**config.mk**
```make
export PLATFORM = sky130hd
export DESIGN_NAME = dmem_arbiter_flat
export DESIGN_NICKNAME = d
export VERILOG_FILES = /design/src/rtl/dmem_arb_pkg.sv /design/src/rtl/dmem_arbiter_if.sv /design/src/rtl/dmem_arb_rr.sv /design/src/rtl/dmem_arbiter.sv /design/src/flat_wrapper.sv
export SDC_FILE = /design/constraint.sdc
export NUM_CORES = 1
export LEC_CHECK = 0
export CAP_MARGIN = 10
export CORE_MARGIN = 2
export CORE_UTILIZATION = 38
export CTS_CLUSTER_SIZE = 8
export DETAILED_ROUTE_END_ITERATION = 10
export PLACE_DENSITY_LB_ADDON = 0.2
export SLEW_MARGIN = 5
export SYNTH_ARGS = -nofsm -noshare
export SYNTH_HDL_FRONTEND = slang
export SYNTH_SLANG_ARGS = --single-unit
```
**constraint.sdc**
```tcl
create_clock -name clk -period 1.9 [get_ports clk]
set_input_delay 0.285 -clock clk [delete_from_list [all_inputs] [get_ports clk]]
set_output_delay 0.285 -clock clk [all_outputs]
set_load 0.02 [all_outputs]
```
**src/rtl/dmem_arb_pkg.sv**
```systemverilog
// Shared definitions for dmem_arbiter: FSM states, memory operation codes and
// legality helpers (addr_aligned is used only when DMEM_ARB_ALIGN_CHECK_EN is defined).
package dmem_arb_pkg;

  typedef enum logic [1:0] {S_IDLE, S_ACCESS, S_RESP} arb_state_t;

  localparam logic [2:0] LD_OFF = 3'b000, LD_LW = 3'b001, LD_LH = 3'b010,
                         LD_LHU = 3'b011, LD_LB = 3'b100, LD_LBU = 3'b101;
  localparam logic [1:0] WR_NONE = 2'b00, WR_SW = 2'b01, WR_SH = 2'b10, WR_SB = 2'b11;

  // A transaction may load or store but not both; 110/111 load codes are undefined.
  function automatic logic op_legal(input logic [2:0] rd, input logic [1:0] wr);
    return (rd <= LD_LBU) && ((rd == LD_OFF) || (wr == WR_NONE));
  endfunction

  function automatic logic addr_aligned(input logic [2:0] rd, input logic [1:0] wr,
                                        input logic [1:0] lo);
    logic ok;
    ok = 1'b1;
    if (((rd == LD_LW) || (wr == WR_SW)) && (lo != 2'b00)) ok = 1'b0;
    if (((rd == LD_LH) || (rd == LD_LHU) || (wr == WR_SH)) && lo[0]) ok = 1'b0;
    return ok;
  endfunction

endpackage

```
**src/rtl/dmem_arbiter_if.sv**
```systemverilog
// Bundle of the two requester ports and the data-memory port of dmem_arbiter.
// slave = arbiter side, master = requesters plus memory.
interface dmem_arbiter_if;
  logic        p0_req,    p1_req;
  logic [2:0]  p0_rd,     p1_rd;
  logic [1:0]  p0_wr,     p1_wr;
  logic [31:0] p0_addr,   p1_addr;
  logic [31:0] p0_wdata,  p1_wdata;
  logic        p0_gnt,    p1_gnt;
  logic        p0_rvalid, p1_rvalid;
  logic [31:0] p0_rdata,  p1_rdata;
  logic        p0_err,    p1_err;
  logic [2:0]  mem_read;
  logic [1:0]  mem_write;
  logic [31:0] mem_addr;
  logic [31:0] mem_wdata;
  logic [31:0] mem_rdata;

  modport slave (
    input  p0_req, p1_req, p0_rd, p1_rd, p0_wr, p1_wr,
           p0_addr, p1_addr, p0_wdata, p1_wdata, mem_rdata,
    output p0_gnt, p1_gnt, p0_rvalid, p1_rvalid, p0_rdata, p1_rdata,
           p0_err, p1_err, mem_read, mem_write, mem_addr, mem_wdata
  );

  modport master (
    output p0_req, p1_req, p0_rd, p1_rd, p0_wr, p1_wr,
           p0_addr, p1_addr, p0_wdata, p1_wdata, mem_rdata,
    input  p0_gnt, p1_gnt, p0_rvalid, p1_rvalid, p0_rdata, p1_rdata,
           p0_err, p1_err, mem_read, mem_write, mem_addr, mem_wdata
  );
endinterface

```
**src/rtl/dmem_arb_rr.sv**
```systemverilog
// Two-way round-robin picker: a lone requester wins, a conflict goes to the
// port that was not granted last.
module dmem_arb_rr (
  input  logic [1:0] req,
  input  logic       last_grant,
  output logic       winner
);
  assign winner = (&req) ? ~last_grant : req[1];
endmodule

```
**src/rtl/dmem_arbiter.sv**
```systemverilog
// Shares the data memory's single load/store port between two masters.
// Optional DMEM_ARB_ALIGN_CHECK_EN rejects misaligned word/half accesses.
module dmem_arbiter
  import dmem_arb_pkg::*;
(
  input logic           clk,
  input logic           rst,
  dmem_arbiter_if.slave bus
);

  arb_state_t  state_reg, state_next;
  logic        last_grant_reg, last_grant_next;
  logic        port_reg, winner;
  logic [2:0]  rd_reg;
  logic [1:0]  wr_reg;
  logic [31:0] addr_reg, wdata_reg, rdata_reg;
  logic        legal_reg, legal_next;
  logic        latch_en, capture_en;
  logic [1:0]  req, gnt_c, rvalid_c;
  logic [2:0]  mem_read_c;
  logic [1:0]  mem_write_c;
  logic [2:0]  rd_in    [2];
  logic [1:0]  wr_in    [2];
  logic [31:0] addr_in  [2];
  logic [31:0] wdata_in [2];

  assign req         = {bus.p1_req, bus.p0_req};
  assign rd_in[0]    = bus.p0_rd;
  assign rd_in[1]    = bus.p1_rd;
  assign wr_in[0]    = bus.p0_wr;
  assign wr_in[1]    = bus.p1_wr;
  assign addr_in[0]  = bus.p0_addr;
  assign addr_in[1]  = bus.p1_addr;
  assign wdata_in[0] = bus.p0_wdata;
  assign wdata_in[1] = bus.p1_wdata;

  dmem_arb_rr u_rr (
    .req        (req),
    .last_grant (last_grant_reg),
    .winner     (winner)
  );

`ifdef DMEM_ARB_ALIGN_CHECK_EN
  assign legal_next = op_legal(rd_in[winner], wr_in[winner]) &&
                      addr_aligned(rd_in[winner], wr_in[winner], addr_in[winner][1:0]);
`else
  assign legal_next = op_legal(rd_in[winner], wr_in[winner]);
`endif

  always_ff @(posedge clk or negedge rst) begin
    if (!rst) begin
      state_reg      <= S_IDLE;
      last_grant_reg <= 1'b1;
    end else begin
      state_reg      <= state_next;
      last_grant_reg <= last_grant_next;
    end
  end

  always_comb begin
    state_next      = state_reg;
    last_grant_next = last_grant_reg;
    latch_en        = 1'b0;
    capture_en      = 1'b0;
    gnt_c           = 2'b00;
    rvalid_c        = 2'b00;
    mem_read_c      = LD_OFF;
    mem_write_c     = WR_NONE;
    case (state_reg)
      S_IDLE: begin
        if (|req) begin
          latch_en   = 1'b1;
          state_next = S_ACCESS;
        end
      end
      S_ACCESS: begin
        gnt_c[port_reg] = 1'b1;
        capture_en      = 1'b1;
        // Illegal requests still occupy a slot but never touch memory.
        if (legal_reg) begin
          mem_read_c  = rd_reg;
          mem_write_c = wr_reg;
        end
        state_next = S_RESP;
      end
      S_RESP: begin
        rvalid_c[port_reg] = 1'b1;
        last_grant_next    = port_reg;
        state_next         = S_IDLE;
      end
      default: state_next = S_IDLE;
    endcase
  end

  always_ff @(posedge clk or negedge rst) begin
    if (!rst) begin
      port_reg  <= 1'b0;
      rd_reg    <= LD_OFF;
      wr_reg    <= WR_NONE;
      addr_reg  <= '0;
      wdata_reg <= '0;
      legal_reg <= 1'b0;
      rdata_reg <= '0;
    end else begin
      if (latch_en) begin
        port_reg  <= winner;
        rd_reg    <= rd_in[winner];
        wr_reg    <= wr_in[winner];
        addr_reg  <= addr_in[winner];
        wdata_reg <= wdata_in[winner];
        legal_reg <= legal_next;
      end
      if (capture_en) begin
        rdata_reg <= (legal_reg && (rd_reg != LD_OFF)) ? bus.mem_rdata : '0;
      end
    end
  end

  assign bus.p0_gnt    = gnt_c[0];
  assign bus.p1_gnt    = gnt_c[1];
  assign bus.p0_rvalid = rvalid_c[0];
  assign bus.p1_rvalid = rvalid_c[1];
  assign bus.p0_rdata  = rvalid_c[0] ? rdata_reg : '0;
  assign bus.p1_rdata  = rvalid_c[1] ? rdata_reg : '0;
  assign bus.p0_err    = rvalid_c[0] & ~legal_reg;
  assign bus.p1_err    = rvalid_c[1] & ~legal_reg;
  assign bus.mem_read  = mem_read_c;
  assign bus.mem_write = mem_write_c;
  assign bus.mem_addr  = addr_reg;
  assign bus.mem_wdata = wdata_reg;

endmodule

```
**src/flat_wrapper.sv**
```systemverilog
// flat-port wrapper written by rule: the top's interface ports become plain ports
module dmem_arbiter_flat import dmem_arb_pkg::*;
  (clk, rst, bus_p0_req, bus_p1_req, bus_p0_rd, bus_p1_rd, bus_p0_wr, bus_p1_wr, bus_p0_addr, bus_p1_addr, bus_p0_wdata, bus_p1_wdata, bus_mem_rdata, bus_p0_gnt, bus_p1_gnt, bus_p0_rvalid, bus_p1_rvalid, bus_p0_rdata, bus_p1_rdata, bus_p0_err, bus_p1_err, bus_mem_read, bus_mem_write, bus_mem_addr, bus_mem_wdata);
  dmem_arbiter_if bus_i ();
  input logic clk;
  input logic rst;
  input wire logic [$bits(bus_i.p0_req)-1:0] bus_p0_req;
  input wire logic [$bits(bus_i.p1_req)-1:0] bus_p1_req;
  input wire logic [$bits(bus_i.p0_rd)-1:0] bus_p0_rd;
  input wire logic [$bits(bus_i.p1_rd)-1:0] bus_p1_rd;
  input wire logic [$bits(bus_i.p0_wr)-1:0] bus_p0_wr;
  input wire logic [$bits(bus_i.p1_wr)-1:0] bus_p1_wr;
  input wire logic [$bits(bus_i.p0_addr)-1:0] bus_p0_addr;
  input wire logic [$bits(bus_i.p1_addr)-1:0] bus_p1_addr;
  input wire logic [$bits(bus_i.p0_wdata)-1:0] bus_p0_wdata;
  input wire logic [$bits(bus_i.p1_wdata)-1:0] bus_p1_wdata;
  input wire logic [$bits(bus_i.mem_rdata)-1:0] bus_mem_rdata;
  output wire logic [$bits(bus_i.p0_gnt)-1:0] bus_p0_gnt;
  output wire logic [$bits(bus_i.p1_gnt)-1:0] bus_p1_gnt;
  output wire logic [$bits(bus_i.p0_rvalid)-1:0] bus_p0_rvalid;
  output wire logic [$bits(bus_i.p1_rvalid)-1:0] bus_p1_rvalid;
  output wire logic [$bits(bus_i.p0_rdata)-1:0] bus_p0_rdata;
  output wire logic [$bits(bus_i.p1_rdata)-1:0] bus_p1_rdata;
  output wire logic [$bits(bus_i.p0_err)-1:0] bus_p0_err;
  output wire logic [$bits(bus_i.p1_err)-1:0] bus_p1_err;
  output wire logic [$bits(bus_i.mem_read)-1:0] bus_mem_read;
  output wire logic [$bits(bus_i.mem_write)-1:0] bus_mem_write;
  output wire logic [$bits(bus_i.mem_addr)-1:0] bus_mem_addr;
  output wire logic [$bits(bus_i.mem_wdata)-1:0] bus_mem_wdata;
  assign bus_i.p0_req = bus_p0_req;
  assign bus_i.p1_req = bus_p1_req;
  assign bus_i.p0_rd = bus_p0_rd;
  assign bus_i.p1_rd = bus_p1_rd;
  assign bus_i.p0_wr = bus_p0_wr;
  assign bus_i.p1_wr = bus_p1_wr;
  assign bus_i.p0_addr = bus_p0_addr;
  assign bus_i.p1_addr = bus_p1_addr;
  assign bus_i.p0_wdata = bus_p0_wdata;
  assign bus_i.p1_wdata = bus_p1_wdata;
  assign bus_i.mem_rdata = bus_mem_rdata;
  assign bus_p0_gnt = bus_i.p0_gnt;
  assign bus_p1_gnt = bus_i.p1_gnt;
  assign bus_p0_rvalid = bus_i.p0_rvalid;
  assign bus_p1_rvalid = bus_i.p1_rvalid;
  assign bus_p0_rdata = bus_i.p0_rdata;
  assign bus_p1_rdata = bus_i.p1_rdata;
  assign bus_p0_err = bus_i.p0_err;
  assign bus_p1_err = bus_i.p1_err;
  assign bus_mem_read = bus_i.mem_read;
  assign bus_mem_write = bus_i.mem_write;
  assign bus_mem_addr = bus_i.mem_addr;
  assign bus_mem_wdata = bus_i.mem_wdata;
  dmem_arbiter u_core (.clk(clk), .rst(rst), .bus(bus_i));
endmodule
```
# [Word-level counts from Yosys, hierarchy flattened]
# Index checks and enable logic that the tools add are counted.
[op_classes] order_cmp=4 eq_ne=3 n_mux=29 n_bitwise=5 reduce_logical=10
[ops] cell="$mux 32" n=9
[ops] cell="$mux 2" n=8
[ops] cell="$mux 3" n=5
[ops] cell="$mux 1" n=5
[ops] cell="$logic_not 2->1" n=2
[ops] cell="$pmux 2 s2" n=1
[ops] cell="$le 3x3->1 const B" n=1
[ops] cell="$logic_and 1x1->1" n=3
[ops] cell="$logic_not 3->1" n=1
[ops] cell="$reduce_bool 3->1" n=1
[ops] cell="$and 1x1->1" n=2
[ops] cell="$eq 2x1->1 const B" n=1
[ops] cell="$eq 2x2->1 const B" n=1
[ops] cell="$ge 2x2->1 const B" n=1
[ops] cell="$lt 1x2->1 const B" n=1
[ops] cell="$ne 2x1->1 const B" n=1
[ops] cell="$not 1->1" n=2
[ops] cell="$not 1->2" n=1
[ops] cell="$reduce_and 2->1" n=1
[ops] cell="$reduce_or 2->1" n=1
[ops] cell="$demux 1 s1" n=1
[ops] cell="$ge 1x1->1 const B" n=1
[ops] cell="$logic_or 1x1->1" n=1
[totals] regBits=106 out_inout_bits=139 elab_cells=60

# [Longest topological paths before layout]
# Gate-level depths: netlist (run 1).
[logic_depth] word_depth=9 mapped_depth=5

# [Cells and area by module]
# A second synthesis (run 1) with hierarchy kept.
[hier_totals] cells_unflattened=476 hier_area_um2=5019.8
[modules_own_cells] mod="dmem_arbiter" n_inst=1 cells_per_inst=475 area_per_inst_um2=5008.6 seq_area_each_um2=2653.8
[modules_own_cells] mod="dmem_arb_rr" n_inst=1 cells_per_inst=1 area_per_inst_um2=11.3 seq_area_each_um2=0.0

# [Least setup slack after synthesis (run 1)]
# No wires, ideal clock.
[synth_timing] kind="reg2out" start="register u_core.state_reg[0]" end="output port bus_p1_rdata[23]" t_arrival_ns=1.341 t_required_ns=1.615 slack_ns=0.274 stages_incl_launch_ff=5 n_path_buf=1 path_cell_list="dfrtp_1 > nand2b_1 > nor2_1 > buf_2 > and2_1"
[synth_via] elab_chain_len=3
[synth_lines] element="from (decl)" line="dmem_arbiter.sv:11" rtl="arb_state_t state_reg, state_next;"
[synth_lines] element="from (signal assigned)" line="dmem_arbiter.sv:55" rtl="state_reg <= state_next;"
[synth_lines] element="$eq 2x2->1" line="dmem_arbiter.sv:69" rtl="case (state_reg)"
[synth_lines] element="$mux 2" line="dmem_arbiter.sv:69"
[synth_lines] element="net bus_p1_rvalid" line="flat_wrapper.sv:21" rtl="output wire logic [$bits(bus_i.p1_rvalid)-1:0] bus_p1_rvalid;"
[synth_lines] element="$mux 32" line="dmem_arbiter.sv:124" rtl="assign bus.p1_rdata = rvalid_c[1] ? rdata_reg : '0;"
[synth_lines] element="to (decl)" line="flat_wrapper.sv:23" rtl="output wire logic [$bits(bus_i.p1_rdata)-1:0] bus_p1_rdata;"
# The timed path passes the listed nets, and every way through them passes these cells.

# [Final worst setup path (run 1)]
[layout_timing] start="register u_core.state_reg[0]" end="output port bus_p0_rdata[26]"
[layout_via] elab_chain_len=3
[layout_lines] element="$eq 2x2->1" line="dmem_arbiter.sv:69"
[layout_lines] element="$mux 2" line="dmem_arbiter.sv:69"
[layout_lines] element="$mux 32" line="dmem_arbiter.sv:123" rtl="assign bus.p0_rdata = rvalid_c[0] ? rdata_reg : '0;"
[layout_lines] element="to (decl)" line="flat_wrapper.sv:22" rtl="output wire logic [$bits(bus_i.p0_rdata)-1:0] bus_p0_rdata;"
# Every way passes these cells.

==> results of run 1 <==
==> worst max-delay path, stage by stage, from the launching register on <==
cell and delay [ps]:
dfrtp_1 390, nand2b_4 170, nor2_4 130, bufbuf_16 290, and2_1 130, buf_4 140
==> layer usage <==
metal  global-route usage (%)  part of all wire [%]  wire, um  vias to the layer above
met3                    7.491                   8.9      1488                       26
met4                    8.477                   2.8       462                        0
met1                    25.32                    37      6171                     2195
met5                        0                     0         0                        -
met2                    40.10                    52      8668                      197
li1                         -                     -         -                     2075
==> synth_stat cells (all sizes together) <==
cell,n
nand3b,1
buf,22
inv,3
a211oi,2
nor3,7
o21ai,1
o2111ai,1
clkbuf,5
and2,64
a21o,1
mux2,138
dfrtp,105
a22o,32
nand2b,2
and3,5
o221ai,1
nor2,7
or2b,1
a21boi,1
dfstp,1
==> cells by family after synthesis <==
kind of cell	share of synthesized area (%)
mux	29.56
flops	50.48
simple gates	10.33
compound gates	6.402
buf+inv	3.236
==> power by group <==
part	internal (mW)	switching, mW
clock network	1.20	0.842
logic	3.54	2.86
registers	3.42	0.736
==> per-stage QoR <==
stage          utilization [%]  hold WS, ps  instance area (sq um)  setup TNS, ps  power, mW
6_report                 68.29        438.1                   9151              0      12.59
5_1_grt                  68.29        462.6                   9151          -1315      13.27
4_1_cts                  66.27        440.7                   8880         -6.772      12.56
3_5_place_dp             64.98        274.2                   8707         -15600      10.36
3_3_place_gp             64.98        272.8                   8707          -9474      10.21
2_1_floorplan                -       -10.59                   5258              0      7.344
==> how the worst min path moves through the flow <==
stage               from                       to  slack (ps)
floorplan            rst   u_core.bus.mem_addr[0]         -10
global placement     rst   u_core.bus.mem_addr[7]         270
detailed placement   rst   u_core.bus.mem_addr[7]         270
CTS                  rst  u_core.bus.mem_addr[10]         440
global route         rst  u_core.bus.mem_addr[10]         460
finish               rst  u_core.bus.mem_addr[10]         440
==> layout make-up <==
class	instances	share of cell area, %
timing repair buffer	341	37.23
tap	176	2.406
multi-input combinational	265	27.67
clock buffer	10	2.611
inverter	3	0.1231
sequential	106	29.00
clock inverter	6	0.9571
==> placed cells by master, fill, tap and decap left out, types with 5 or more instances in the layout <==
master	n
buf_2	12
clkdlybuf4s50_1	236
clkbuf_16	9
and3_1	5
buf_6	40
nor2_1	5
dfrtp_1	105
buf_4	40
a22o_1	32
buf_12	8
and2_4	16
and2_1	48
mux2_2	138
==> timing repair <==
action / in CTS / in global routing
buffers inserted: 3 / 2
gates resized for setup: 312 / 122
hold endpoints to repair: 33 / 0
pin swaps: 3 / 2
endpoints found under the setup margin: 107 / 73
gates cloned: 2 / 1
hold buffers: 1 / 0
==> impl_metrics.py, run 1 <==
metrics = {
    "run_status": {
        "status": "finished, final reports clean",
    },
    "logic_synthesis": {
        "netlist_area_sq_um": 5258,
        "yosys.cell_types.count": 24,
        "synth_fp_nets": 574,
        "yosys.area.top_type_share_pct": 49.98,
        "seq_area_frac_synth_pct": 50.48,
        "post_synth.cell_area_avg_sq_um": 13.14,
        "synth_area_leaders": "dfrtp_1, mux2_2, and2_1, a22o_1, buf_2",
        "synth-seq-cells": 106,
        "ys.warnings.count": 0,
        "synthCells": 400,
        "yosys.area.top_type": "dfrtp_1",
    },
    "place": {
        "io_buffer_count": 312,
        "dp_hpwl_um": 12520,
        "dp_cells": 882,
        "routability_cong": 0.7898,
        "worst_slack_at_placement_ps": -180.4,
    },
    "sta": {
        "timing_max_transition_violations_final": 0,
        "worst_pin_slew_ps": 778.7,
        "maxSlewHeadroom_pct": 47.69,
        "finalHoldViolations": 0,
        "post_route_clock_period_utilization_pct": 99.56,
        "setup_ws_ps": 8.300,
        "max_freq_mhz": 528.6,
        "setup_viol": 0,
        "setup_repair_after_global_routing_missed_its_margin": "yes",
        "clock_tree_skew_after_final_layout_ps": 6.564,
        "final_period_minus_worst_setup_slack_ps": 1892,
    },
    "power_and_ir_drop": {
        "worst_ir_drop_vdd_uv": 846.6,
        "static-leakage-power_nw": 3.981,
        "power.density_nw_per_um2": 1376,
    },
    "global_routing": {
        "initial_antenna_violation_count": 0,
        "wire_length_of_the_first_global_routing_pass_um": 25620,
        "first_global_vias": 4651,
        "grt-ovfl-total": 0,
        "pin_count_of_the_biggest_net_entering_global_routing": 42,
        "grt_util_all_layers_pct": 22.65,
    },
    "critical_path": {
        "worst_setup_path_startpoint": "u_core.state_reg[0]",
        "critical_path.max_fanout": 16,
        "worstPathRequired_ps": 1620,
        "crit_arrival_ps": 1610,
        "path_class": "flip-flop to output port",
        "worstSetupEndpoint": "bus_p0_rdata[26]",
        "critPathLaunchType": "flip-flop",
        "cp-end-kind": "output port",
        "r2r.worst_path.cells": 3,
        "r2r_end": "u_core.rdata_reg[14]",
        "critical_register_to_register_path_startpoint": "u_core.legal_reg",
        "regToRegSetupSlack_ps": 230,
    },
    "cells_and_area": {
        "post_route_cells_drive_above_1_share_pct": 38.99,
        "layout-area-overhead-vs-synth_pct": 74.06,
        "diodes": 0,
        "layoutNonFillerInstCount": 907,
        "fill_cells": 1066,
        "layout.nets": 900,
        "multiInputGateArea_sq_um": 2532,
        "layout.area.seq_sq_um": 2654,
    },
    "floorplan": {
        "fp.coreArea_sq_um": 13400,
        "die_area_sq_um": 14790,
        "fp-row-count": 42,
        "fp.dieW_um": 121.6,
        "floorplan.io_pins": 313,
        "floorplan.initialDensity_pct": 39.23,
        "fp.dieH_um": 121.6,
    },
    "detailed_routing": {
        "wl_per_cell_um": 18.51,
        "ant_nets": 0,
        "drt_first_pass_iters": 4,
        "first_iter_violations": 166,
        "totalWireLength_um": 16790,
        "vias_per_cell": 4.954,
        "via_count": 4493,
        "remaining_drc_errors": 0,
    },
    "clock_network": {
        "cts.path.max_buffers": 2,
        "ctsHtreeMaxLevel": 3,
        "cts_tree": "done",
        "cts.clk_slew.worst_paths_ps": 70,
        "cts_sinks": 106,
        "tritoncts_buffers": 9,
        "cts-root-buf": "clkbuf_16",
        "clock_insertion_delay_worst_skew_ps": 350,
    },
    "run": {
        "timing.max_cap.violations": 0,
    },
    "hold_path": {
        "worst_hold_path_type": "primary input to async pin",
    },
}
Note: power is estimated with default switching activity, not from simulation.
==> run 2: changes to the inputs <==
- HOLD_SLACK_MARGIN: unset -> 0.15
- PLACE_DENSITY: unset -> 0.81
- PLACE_DENSITY_LB_ADDON: 0.2 -> unset
==> run 2 against run 1 <==
  * Setup slack gained 19 ps
  * Sequential power barely moved
  * Global-route usage decreased by 0.20 points
  * Final cell count decreased by 0.22%
  * Combinational power is 4.1% lower
  * Design area down 3.9%
  * Die area unchanged
  * Maximum frequency grew 1.0%
  * Count of clock-buffer cells in the layout grew 3
  * Clock power decreased by 7%
  * Register-to-register slack gained 20 ps
  * First-iteration DRC count down 1.8%
  * Largest power group unchanged
==> impl_metrics.py, run 2 (same netlist as run 1, synthesis figures left out) <==
metrics = {
    "detailed_routing": {
        "ant_nets": 0,
        "totalWireLength_um": 16520,
        "via_count": 4464,
        "wl_per_cell_um": 18.25,
        "remaining_drc_errors": 0,
        "vias_per_cell": 4.933,
        "drt_first_pass_iters": 4,
        "first_iter_violations": 163,
    },
    "sta": {
        "worst_pin_slew_ps": 753.5,
        "post_route_clock_period_utilization_pct": 98.55,
        "final_period_minus_worst_setup_slack_ps": 1872,
        "clock_tree_skew_after_final_layout_ps": 5.858,
        "setup_repair_after_global_routing_missed_its_margin": "yes",
        "timing_max_transition_violations_final": 0,
        "max_freq_mhz": 534.1,
        "maxSlewHeadroom_pct": 49.38,
        "setup_viol": 0,
        "finalHoldViolations": 0,
    },
    "critical_path": {
        "worst_path_max_delay_cell": "dfrtp_1",
        "worstPathBufferInverterCount": 2,
        "worstPathRequired_ps": 1620,
        "critical-path-max-stage-delay_ps": 370,
        "crit_arrival_ps": 1590,
        "cp-end-kind": "output port",
        "critPathLaunchType": "flip-flop",
        "critical_path.max_fanout": 33,
        "cpLargestDelayFamily": "simple AND/OR/NAND/NOR gates",
        "crit_chain": "nand2b_4 > nor2_4 > buf_12 > and2_1 > clkdlybuf4s15_2",
        "path_class": "flip-flop to output port",
        "regToRegSetupSlack_ps": 250,
    },
    "floorplan": {
        "floorplan.io_pins": 313,
        "fp.dieH_um": 121.6,
        "die_area_sq_um": 14790,
        "fp-row-count": 42,
        "fp.dieW_um": 121.6,
        "fp.coreArea_sq_um": 13400,
        "floorplan.initialDensity_pct": 39.23,
    },
    "power_and_ir_drop": {
        "worst_ir_drop_vdd_uv": 700.7,
        "power.density_nw_per_um2": 1383,
        "power_mw": 12.17,
        "static-leakage-power_nw": 3.893,
    },
    "cells_and_area": {
        "fin_area_sq_um": 8798,
        "layoutNonFillerInstCount": 905,
        "post_route_cells_drive_above_1_share_pct": 35.94,
        "multiInputGateArea_sq_um": 2487,
        "finish.utilization_pct": 65.66,
        "fill_cells": 1034,
        "layout.area.seq_sq_um": 2654,
        "layout.nets": 898,
        "layout-area-overhead-vs-synth_pct": 67.35,
        "final_cell_mix": "clkdlybuf4s50_1, mux2_2, dfrtp_1, and2_1, buf_2",
        "layout.cells.most_common": "clkdlybuf4s50_1",
        "diodes": 0,
    },
    "global_routing": {
        "first_global_vias": 4834,
        "wire_length_of_the_first_global_routing_pass_um": 25340,
        "initial_antenna_violation_count": 0,
        "pin_count_of_the_biggest_net_entering_global_routing": 49,
        "grt_util_all_layers_pct": 22.44,
        "grt-ovfl-total": 0,
    },
    "place": {
        "dp_hpwl_um": 12730,
        "detailed_place.area_sq_um": 8747,
        "dp_cells": 887,
        "routability_cong": 0.8106,
        "io_buffer_count": 312,
    },
    "run_status": {
        "status": "finished, final reports clean",
    },
    "clock_network": {
        "ctsHtreeMaxLevel": 3,
        "cts_sinks": 106,
        "cts_tree": "done",
        "clock_insertion_delay_worst_skew_ps": 340,
        "cts.clk_slew.worst_paths_ps": 70,
        "cts-root-buf": "clkbuf_16",
        "tritoncts_buffers": 9,
        "cts.path.max_buffers": 2,
    },
    "hold_path": {
        "worst_hold_path_type": "primary input to async pin",
    },
    "run": {
        "timing.max_cap.violations": 0,
    },
}
==> run 2: metal layers <==
layer,GRT usage (%),wire length (um),up-vias
met2,42.31,8794,202
met5,0,0,-
met1,22.79,5778,2156
li1,-,-,2079
met3,7.397,1529,27
met4,8.693,416,0
==> run 2: layout make-up <==
type / count / share of cell area, %
inverters: 3 / 0.1280
multi-input cells: 265 / 28.27
flip-flops and latches: 106 / 30.16
clock buffers: 13 / 2.958
clock inverters: 3 / 0.5404
well taps: 176 / 2.503
repair buffers: 339 / 35.44
==> run 2: metrics by stage <==
| step | setup WS [ps] | hold WS, ps | TNS, ps |
|---|---|---|---|
| after CTS | -16.19 | 404.9 | -37.23 |
| after detailed placement | -207.0 | 221.5 | -18260 |
| after floorplan | 273.7 | -10.59 | 0 |
| after global placement | -131.4 | 216.5 | -11640 |
| final | 27.52 | 396.2 | 0 |
| after global routing | -49.81 | 424.5 | -49.81 |
==> run 2: worst reg2reg max path: cells and delay by family, from the launching register on <==
family | cells | cell delay, ps
muxes | 1 | 400
and+or+nand+nor | 1 | 270
buffers and inverters | 2 | 440
DFF | 1 | 420
==> run 2: path summary, 6_finish.rpt <==
check | to | cells past startpoint | startpoint
min in group clk | u_core.wr_reg[1] | 1 | u_core.wr_reg[1]
max in group asynchronous | u_core.last_grant_reg | 3 | rst
min | u_core.bus.mem_addr[15] | 2 | rst
min reg2reg | u_core.wr_reg[1] | 1 | u_core.wr_reg[1]
max reg2reg | u_core.bus.mem_addr[30] | 4 | u_core.state_reg[1]
max | bus_p0_rdata[8] | 5 | u_core.state_reg[0]
==> run 2: repair_timing <==
action,in CTS,in global routing
pin swaps,1,0
setup endpoints to repair,100,65
setup buffers,0,0
gates resized for setup,236,51
cloned,1,0
hold buffers,1,0
endpoints found under the hold margin,22,0
==> run 2: power breakdown <==
part           total (mW)  switching (mW)  internal [mW]
sequential           4.14           0.715           3.42
clock                1.89           0.788           1.10
combinational        6.14            2.82           3.32
==> run 3: changes to the inputs <==
- CORE_UTILIZATION: 38 -> 37
- SYNTH_HIERARCHICAL: unset -> 1
==> run 3 against run 2 <==
  * Clock skew is 2.9 ps lower
  * Sequential share of layout area is 0.44 points higher
  * Register-to-register slack better by 120 ps
  * Via count is 6.6% higher
  * Synthesized cell count is 19% higher
  * Final cell count is 7.6% higher
  * Count of clock-buffer cells in the layout stayed put
  * Hold slack worse by 16 ps
  * Maximum frequency is 0.31% higher
  * Setup slack better by 5.8 ps
  * Clock power is 10% lower
  * Largest cell class unchanged
  * First-iteration DRC count is 36% higher
==> impl_metrics.py, run 3 <==
metrics = {
    "run_status": {
        "status": "finished, final reports clean",
    },
    "floorplan": {
        "floorplan.initialDensity_pct": 37.91,
        "fp.dieH_um": 120.5,
        "fp.dieW_um": 120.5,
        "fp.coreArea_sq_um": 13240,
        "die_area_sq_um": 14510,
        "floorplan.io_pins": 313,
        "fp-row-count": 42,
    },
    "sta": {
        "max_freq_mhz": 535.7,
        "finalHoldViolations": 0,
        "worst_pin_slew_ps": 398.9,
        "post_route_clock_period_utilization_pct": 98.25,
        "setup_viol": 0,
        "setup_ws_ps": 33.32,
        "clock_tree_skew_after_final_layout_ps": 2.911,
        "timing_max_transition_violations_final": 0,
        "maxSlewHeadroom_pct": 73.41,
        "final_period_minus_worst_setup_slack_ps": 1867,
        "summed_negative_setup_slack_over_all_endpoints_ps": 0,
    },
    "critical_path": {
        "cpLargestDelayFamily": "buffers and inverters",
        "crit_chain": "nand2b_4 > buf_4 > nor3_1 > dlygate4sd2_1",
        "worstPathRequired_ps": 1620,
        "critical-path-max-stage-delay_ps": 390,
        "cp-end-kind": "output port",
        "critPathLaunchType": "flip-flop",
        "critical_path.max_fanout": 3,
        "worstPathBufferInverterCount": 2,
        "timing.critical_path.depth": 4,
        "worst_path_max_delay_cell": "dlygate4sd2_1",
        "path_class": "flip-flop to output port",
        "r2r.worst_path.cells": 5,
        "crit_arrival_ps": 1580,
    },
    "global_routing": {
        "grt-ovfl-total": 0,
        "first_global_vias": 4795,
        "gr-usage-met1_pct": 24.89,
        "wire_length_of_the_first_global_routing_pass_um": 24810,
        "use_met3_pct": 6.368,
        "grt_util_all_layers_pct": 21.74,
        "grt_use_met2_pct": 38.14,
        "pin_count_of_the_biggest_net_entering_global_routing": 58,
        "initial_antenna_violation_count": 0,
        "top_usage_layer": "met2",
    },
    "clock_network": {
        "cts.path.max_buffers": 2,
        "tritoncts_buffers": 9,
        "ctsHtreeMaxLevel": 3,
        "cts.clk_slew.worst_paths_ps": 60,
        "cts_sinks": 106,
        "cts-root-buf": "clkbuf_16",
        "cts_tree": "done",
        "clock_insertion_delay_worst_skew_ps": 340,
    },
    "logic_synthesis": {
        "synth_top_family_by_area": "simple AND/OR/NAND/NOR gates",
        "async_flop_share_pct": 100.0,
        "yosys.cell_types.count": 26,
        "synthXorXnorAreaFrac_pct": 0,
        "synth-compound-area-share_pct": 13.51,
        "synth-main-ff-cell": "dfrtp_1",
        "yosys.cell_count.top_type": "dfrtp_1",
        "ys.warnings.count": 6,
        "netlist_area_sq_um": 5020,
        "synth.area.mux_share_pct": 13.76,
        "yosys.area_share.adder_pct": 0,
        "synth-seq-cells": 106,
        "synth_area_leaders": "dfrtp_1, mux2i_1, and2_1, a21oi_1, a22o_1",
        "yosys.area.top_type_share_pct": 52.34,
        "yosys.area.top_type": "dfrtp_1",
        "synthCells": 476,
        "post_synth_most_frequent_cells": "dfrtp_1, nor2_1, a21oi_1, mux2i_1, and2_1",
        "synth_simple_gate_area_share_pct": 15.80,
        "synth_fp_nets": 650,
        "edff_count_synth": 0,
        "seq_area_frac_synth_pct": 52.87,
        "post_synth.cell_area_avg_sq_um": 10.55,
    },
    "power_and_ir_drop": {
        "static-leakage-power_nw": 3.922,
        "power.density_nw_per_um2": 1334,
        "power_mw": 11.57,
        "worst_ir_drop_vdd_uv": 802.4,
    },
    "cells_and_area": {
        "post_route_cells_drive_above_1_share_pct": 15.29,
        "fill_cells": 1051,
        "layout.nets": 967,
        "diodes": 0,
        "final_cell_mix": "clkdlybuf4s50_1, dfrtp_1, nor2_1, mux2i_1, a21oi_1",
        "layout.cells.most_common": "clkdlybuf4s50_1",
        "finish.utilization_pct": 65.49,
        "layout-area-overhead-vs-synth_pct": 72.76,
    },
    "detailed_routing": {
        "wl_per_cell_um": 16.31,
        "vias_per_cell": 4.884,
        "ant_nets": 0,
        "drt_first_pass_iters": 4,
        "via_count": 4757,
        "remaining_drc_errors": 0,
        "totalWireLength_um": 15890,
        "first_iter_violations": 221,
    },
    "place": {
        "routability_cong": 0.8569,
        "dp_hpwl_um": 12210,
        "io_buffer_count": 312,
        "worst_slack_at_placement_ps": -74.62,
    },
    "hold_path": {
        "worst_hold_path_type": "primary input to async pin",
    },
    "run": {
        "timing.max_cap.violations": 0,
    },
}
-- run 3: where the power goes --
group	total [mW]	switching, mW	internal [mW]
clock	1.70	0.780	0.920
sequential	3.92	0.648	3.28
combinational	5.94	3.03	2.91
-- run 3: path summary, 6_finish.rpt --
kind / slack [ps] / from / to
min in group clk: 520 / u_core/bus.mem_addr[3] / u_core/bus.mem_addr[3]
hold / removal: 380 / rst / u_core/bus.mem_addr[13]
setup reg to reg: 370 / u_core/last_grant_reg / u_core/legal_reg
hold reg to reg: 520 / u_core/bus.mem_addr[3] / u_core/bus.mem_addr[3]
max in group asynchronous: 840 / rst / u_core/bus.mem_addr[19]
setup / recovery: 30 / u_core/state_reg[0] / bus_p0_err
-- run 3: worst register-to-register path, delay by kind of cell, from the launching register on --
kind	cells	cell delay, ps
flops	1	550
compound gates	4	740
buf+inv	1	160
-- run 3: what timing repair did --
action / in CTS / in global routing
endpoints found under the setup margin: 75 / 36
pin swaps: 1 / 0
hold buffers: 1 / 0
hold endpoints to repair: 22 / 0
buffers inserted: 2 / 0
resized for setup: 256 / 39
gates cloned: 1 / 0
-- run 3: logic make-up (layout without fill, tap and decap cells) --
family	Yosys count	after routing
AND/OR/NAND/NOR	154	154
AO/OA/AOI/OAI	108	108
flip-flops	106	106
multiplexers	69	69
buffers and inverters	39	361
-- run 3: area by class of cell --
type | instances | area, sq um | area share, %
Inverter | 3 | 11.26 | 0.1299
Timing Repair Buffer | 342 | 3327 | 38.36
Tap cell | 176 | 220.2 | 2.539
Clock buffer | 13 | 250.2 | 2.886
Clock inverter | 3 | 15.01 | 0.1731
Multi-Input combinational cell | 331 | 2195 | 25.31
Sequential cell | 106 | 2654 | 30.60
-- run 3: stage by stage --
stage | std cells | area [sq um] | hold WS [ps]
after detailed placement | 954 | 8533 | 174.9
final | 974 | 8672 | 380.6
after CTS | 974 | 8765 | 345.7
after global placement | 954 | 8533 | 178.8
after global routing | 974 | 8672 | 405.2
after floorplan | 476 | 5020 | -10.59
-- run 3: metal layers --
layer | part of all wire, % | vias to the layer above
met5 | 0 | -
met4 | 2.7 | 0
met1 | 38 | 2224
li1 | - | 2269
met2 | 51 | 233
met3 | 8.6 | 31
